==> config.mk <==
export PLATFORM = sky130hd
export DESIGN_NAME = btensor_psum_accum
export DESIGN_NICKNAME = d
export VERILOG_FILES = /design/src/rtl/btensor_psum_accum.sv
export SDC_FILE = /design/constraint.sdc
export NUM_CORES = 2
export LEC_CHECK = 0
export BUFFER_PORTS_ARGS = -buffer_cell sky130_fd_sc_hd__buf_4
export CAP_MARGIN = 20
export CORE_AREA = 3 3 410 412
export CTS_BUF_LIST = sky130_fd_sc_hd__clkbuf_8
export DETAILED_ROUTE_END_ITERATION = 10
export DIE_AREA = 0 0 413 415
export PLACE_DENSITY = 0.72
export SYNTH_ARGS = -nofsm -noshare
export SYNTH_HDL_FRONTEND = slang
export SYNTH_SLANG_ARGS = --single-unit
==> constraint.sdc <==
create_clock -name clk -period 5.5 [get_ports clk]
set_input_delay 0.825 -clock clk [delete_from_list [all_inputs] [get_ports clk]]
set_output_delay 0.825 -clock clk [all_outputs]
set_load 0.02 [all_outputs]
==> src/rtl/btensor_psum_accum.sv <==
// Partial-sum accumulation stage: element-wise signed K-tile accumulation.
// Optional saturating adders: define BTC_PSUM_SAT_EN.
module btensor_psum_accum #(
    parameter int NUM_OCT = 4,
    parameter int LANES   = 4,
    parameter int LANE_W  = 32,
    parameter int MAX_K   = 64,
    localparam int DW     = NUM_OCT * LANES * LANE_W,
    localparam int CW     = $clog2(MAX_K + 1)
) (
    input  logic               clk,
    input  logic               rstn,
    input  logic               clr,
    input  logic [NUM_OCT-1:0] oct_mask,
    input  logic               in_valid,
    output logic               in_ready,
    input  logic               in_first,
    input  logic               in_last,
    input  logic [DW-1:0]      in_data,
    output logic               out_valid,
    input  logic               out_ready,
    output logic [DW-1:0]      out_data,
    output logic [CW-1:0]      beat_cnt,
    output logic               sat_flag,
    output logic               proto_err,
    output logic               kovf_err
);

    localparam int EL = NUM_OCT * LANES;
    localparam logic [CW-1:0] KMAX = CW'(MAX_K);

    typedef enum logic {IDLE, ACCUM} state_t;

    state_t        state;
    logic [DW-1:0] acc;
    logic [DW-1:0] masked;
    logic [DW-1:0] nxt;
    logic          take;
    logic          start;

    assign in_ready = !out_valid || out_ready;
    assign take     = in_valid && in_ready;
    assign start    = in_first || (state == IDLE);

    always_comb begin
        masked = in_data;
        for (int o = 0; o < NUM_OCT; o++) begin
            for (int e = 0; e < LANES; e++) begin
                if (!oct_mask[o]) begin
                    masked[(o*LANES+e)*LANE_W +: LANE_W] = '0;
                end
            end
        end
    end

`ifdef BTC_PSUM_SAT_EN
    logic [EL-1:0] clamp;
    logic [LANE_W:0] s;

    always_comb begin
        nxt   = masked;
        clamp = '0;
        s     = '0;
        if (!start) begin
            for (int i = 0; i < EL; i++) begin
                s = {acc[i*LANE_W+LANE_W-1], acc[i*LANE_W +: LANE_W]}
                  + {masked[i*LANE_W+LANE_W-1], masked[i*LANE_W +: LANE_W]};
                if (s[LANE_W] != s[LANE_W-1]) begin
                    clamp[i] = 1'b1;
                    nxt[i*LANE_W +: LANE_W] = s[LANE_W]
                        ? {1'b1, {(LANE_W-1){1'b0}}}
                        : {1'b0, {(LANE_W-1){1'b1}}};
                end else begin
                    nxt[i*LANE_W +: LANE_W] = s[LANE_W-1:0];
                end
            end
        end
    end
`else
    always_comb begin
        nxt = masked;
        if (!start) begin
            for (int i = 0; i < EL; i++) begin
                nxt[i*LANE_W +: LANE_W] = acc[i*LANE_W +: LANE_W]
                                        + masked[i*LANE_W +: LANE_W];
            end
        end
    end

    assign sat_flag = 1'b0;
`endif

    always_ff @(posedge clk or negedge rstn) begin
        if (!rstn) begin
            state     <= IDLE;
            acc       <= '0;
            out_valid <= 1'b0;
            out_data  <= '0;
            beat_cnt  <= '0;
            proto_err <= 1'b0;
            kovf_err  <= 1'b0;
`ifdef BTC_PSUM_SAT_EN
            sat_flag  <= 1'b0;
`endif
        end else begin
            if (out_valid && out_ready) begin
                out_valid <= 1'b0;
            end
            // clr wins over a beat accepted in the same cycle
            if (clr) begin
                state     <= IDLE;
                acc       <= '0;
                beat_cnt  <= '0;
                proto_err <= 1'b0;
                kovf_err  <= 1'b0;
`ifdef BTC_PSUM_SAT_EN
                sat_flag  <= 1'b0;
`endif
            end else if (take) begin
                if (in_first && state == ACCUM) begin
                    proto_err <= 1'b1;
                end
                if (!in_last && !start && beat_cnt == KMAX) begin
                    kovf_err <= 1'b1;
                end
`ifdef BTC_PSUM_SAT_EN
                if (|clamp) begin
                    sat_flag <= 1'b1;
                end
`endif
                if (in_last) begin
                    out_data  <= nxt;
                    out_valid <= 1'b1;
                    acc       <= '0;
                    beat_cnt  <= '0;
                    state     <= IDLE;
                end else begin
                    acc   <= nxt;
                    state <= ACCUM;
                    if (start) begin
                        beat_cnt <= CW'(1);
                    end else if (beat_cnt != KMAX) begin
                        beat_cnt <= beat_cnt + CW'(1);
                    end
                end
            end
        end
    end

endmodule
==> reports/metrics.csv <==
stage;metric;value;unit
outcome;status;finished, final reports clean;
logic_synthesis;synth_top_family_by_area;compound AO/OA/AOI/OAI gates;
logic_synthesis;postSynth.asyncResetShare;1.00;
grt;grt_pass1_vias;65512;
logic_synthesis;synth_cell_type_count;94;
grt;grt_remaining_overflow;0;
flow_run;maxCapViolCount;0;
logic_synthesis;synth_compound_area_frac;0.241;
grt;grtUsageTotal;0.295;
routing;wirelength;262000;microns
setup_path;timing.rr.start;acc[224]$_DFFE_PN0P_;
die;initial_core_util;0.428;
logic_synthesis;syn_area;70600;sq um
die;rows;149;
layout;area_growth;19.3;%
routing;drt-pass1-iter-count;6;
layout;ff_latch_area;25900;sq um
timing;max_freq;0.244;GHz
logic_synthesis;ys_seq_area_frac;0.367;
timing;timing.setup.tns;0;ns
setup_path;crit_arrival;4.95;ns
setup_path;cp-endpoint;out_data[158]$_DFFE_PN0P_;
logic_synthesis;syn_inst;8589;
placement;port_buffers;1045;
setup_path;crit_top_cell;o21ai_1;
layout;utilization;0.511;
timing;clock_skew;0.0480;ns
routing;vias_per_cell;5.78;
clock_tree;clk_path_buf_depth;3;
clock_tree;postCtsSetupBuffers;0;
timing;setup_viol;0;
layout;drive_gt1_frac;0.156;
clock_tree;clk_latency;0.95;ns
setup_path;critPathLaunchType;input pin;
setup_path;critPathMaxStageDelay;0.40;ns
die;ios;1047;
layout;most-common-layout-cells;nand2_1 (1474), buf_4 (1105), dfrtp_1 (1035), o21ai_0 (907), a21oi_1 (693);
clock_tree;cts.sinks;1035;
layout;nNetsFinal;10389;
timing;slew-limit-headroom;0.319;
setup_path;r2r_setup_slack;1.39;ns
grt;grt_pass1_wl;395000;microns
timing;min_period_over_period;0.746;
setup_path;reg2regPathDepth;16;
logic_synthesis;syn_area_per_cell;8.22;sq um
timing;rsz0062_at_grt;false;
logic_synthesis;dominantRegCellSynth;dfrtp_1;
logic_synthesis;yosys_warnings;0;
routing;drt.antenna.violating_nets;0;
setup_path;cp.required;6.34;ns
routing;wire_per_inst;22.3;microns
die;die_y;415;microns
logic_synthesis;ys_seq_elements;1035;
setup_path;path_depth;19;
layout;multiInputGateArea;42000;sq um
layout;fillers;15491;
die;core;165000;sq um
clock_tree;cts_root_buf;clkbuf_8;
routing;drc;0;
grt;grt_max_degree;222;
timing;fin_crit;4.11;ns
setup_path;cp_top_family;compound AO/OA/AOI/OAI gates;
setup_path;critPathMaxFanout;51;
timing;finalMaxSlewViolations;0;
setup_path;path_cells;buf_4, buf_4, and2_1, ha_1, inv_1, fa_1, nor2b_1, o21ai_1, a31o_2, a221oi_2, o21ai_1, a311oi_1, o21ai_1, a31oi_2, o21ai_1, a221o_1, xor2_1, nand2_1, a31oi_1;
grt;antenna_found_initial;44;
pwr;power_density;261;nW/um^2
setup_path;end_kind;flip-flop;
logic_synthesis;synth-edff-count;0;
logic_synthesis;synthAdderAreaFrac;0.0871;
pwr;irDropWorstVdd;0.000244;V
logic_synthesis;yosys.area_share.simple;0.194;
setup_path;r2r-end;acc[254]$_DFFE_PN0P_;
clock_tree;cts.reportedPaths.clkPinSlew;0.06;ns
timing;whs;0.213;ns
routing;drt-initial-drc-count;5802;
routing;dr_total_vias;67985;
setup_path;cpMaxStageDelayCell;a311oi_1;
layout;final_common_cell;nand2_1;
pwr;leakage;41.8;nW
worst_hold_path;hp-class;in -> reg;
setup_path;critPathBufInv;3;
clock_tree;h-tree-depth;4;
timing;tightest_slew;1.02;ns
clock_tree;tritoncts;done;
clock_tree;cts_buffers;184;
logic_synthesis;syn-num-nets;9579;
setup_path;crit_type;in -> reg;
die;dieArea;171000;sq um
die;die_w;413;microns
setup_path;crit_path_start;oct_mask[1];
placement;place.gp.congestion;0.985;
placement;dp_hpwl;192000;microns
logic_synthesis;synth-xor-area-share;0.0632;
logic_synthesis;muxShareOfSynthArea;0.00888;
clock_tree;postCtsResizedCells;0;
timing;finalHoldViolCount;0;
## timing repair
action / in CTS / in global routing
setup endpoints to repair: 0 / 0
endpoints found under the hold margin: 59 / 0
hold buffers: 1 / 0
## where the power goes
part | switching (mW) | total (mW) | internal, mW
clock | 3.61 | 7.73 | 4.12
combinational | 3.29 | 5.28 | 1.99
sequential | 0.628 | 8.95 | 8.32
## cells in the mapped netlist (all sizes together), types with 31 or more instances
library cell	count	share of area
a21o	289	0.031
a21oi	695	0.050
a221o	86	0.012
a22o	96	0.012
a22oi	65	0.0069
a31oi	105	0.0094
and2	411	0.036
and3	53	0.0047
buf	67	0.0040
clkbuf	437	0.023
dfrtp	1035	0.37
ha	451	0.080
inv	219	0.012
mux2i	51	0.0072
nand2	1478	0.079
nand2b	90	0.0080
nand3	131	0.0093
nand4	63	0.0056
nor2	596	0.032
nor2b	75	0.0066
nor3	52	0.0037
o211ai	48	0.0051
o21a	46	0.0049
o21ai	957	0.068
o21bai	58	0.0062
o31ai	31	0.0033
xnor2	316	0.039
xor2	193	0.024
## per-stage QoR
stage / area (sq um) / worst slack (ns) / cells / total power, mW
2_1_floorplan: 70600 / 0.0281 / 8589 / 11.7
3_3_place_gp: 80200 / 0.652 / 11400 / 14.2
3_5_place_dp: 80200 / 0.585 / 11401 / 14.3
4_1_cts: 84100 / 1.45 / 11739 / 22.1
5_1_grt: 84200 / 1.15 / 11765 / 22.9
6_report: 84200 / 1.39 / 11767 / 22.0
## sequential cells by signal, indices dropped and copies added (netlist names)
register	flops
acc	512
beat_cnt	7
kovf_err	1
out_data	512
out_valid	1
proto_err	1
state	1
## worst min-delay path by stage
| stage | from | end | slack (ns) | cells past startpoint |
|---|---|---|---|---|
| 2_1_floorplan | acc[0]$_DFFE_PN0P_ | acc[0]$_DFFE_PN0P_ | 0.46 | 2 |
| 3_3_place_gp | out_data[418]$_DFFE_PN0P_ | out_data[418]$_DFFE_PN0P_ | 0.46 | 2 |
| 3_5_place_dp | out_data[354]$_DFFE_PN0P_ | out_data[354]$_DFFE_PN0P_ | 0.46 | 2 |
| 4_1_cts | clr | proto_err$_DFFE_PN0P_ | 0.06 | 2 |
| 5_1_grt | clr | proto_err$_DFFE_PN0P_ | 0.14 | 2 |
| 6_report | clr | proto_err$_DFFE_PN0P_ | 0.21 | 2 |
## routing by layer
metal	GRT usage	up-vias	part of all wire
li1	-	31741	-
met1	0.384	32819	0.41
met2	0.455	2793	0.45
met3	0.0580	626	0.080
met4	0.169	6	0.061
met5	0	-	0.00018
## layout make-up
| type | instances | area share |
|---|---|---|
| clock buffer | 228 | 0.0373 |
| sequential | 1035 | 0.308 |
| tap | 2189 | 0.0325 |
| antenna | 28 | 0.000833 |
| inverter | 219 | 0.00977 |
| multi-input combinational | 6831 | 0.499 |
| clock inverter | 109 | 0.00877 |
| timing repair buffer | 1128 | 0.104 |
## cell families (layout without fill, tap and decap cells)
group / count (synthesis) / count (layout)
XOR/XNOR: 509 / 509
AND/OR/NAND/NOR: 3037 / 3037
adder cells (fa/ha/maj): 485 / 485
buffers and inverters: 723 / 1684
other: 1 / 29
multiplexers: 61 / 61
AO/OA/AOI/OAI: 2738 / 2738
flip-flops: 1035 / 1035
No activity file was read; power rests on OpenSTA's default activity.
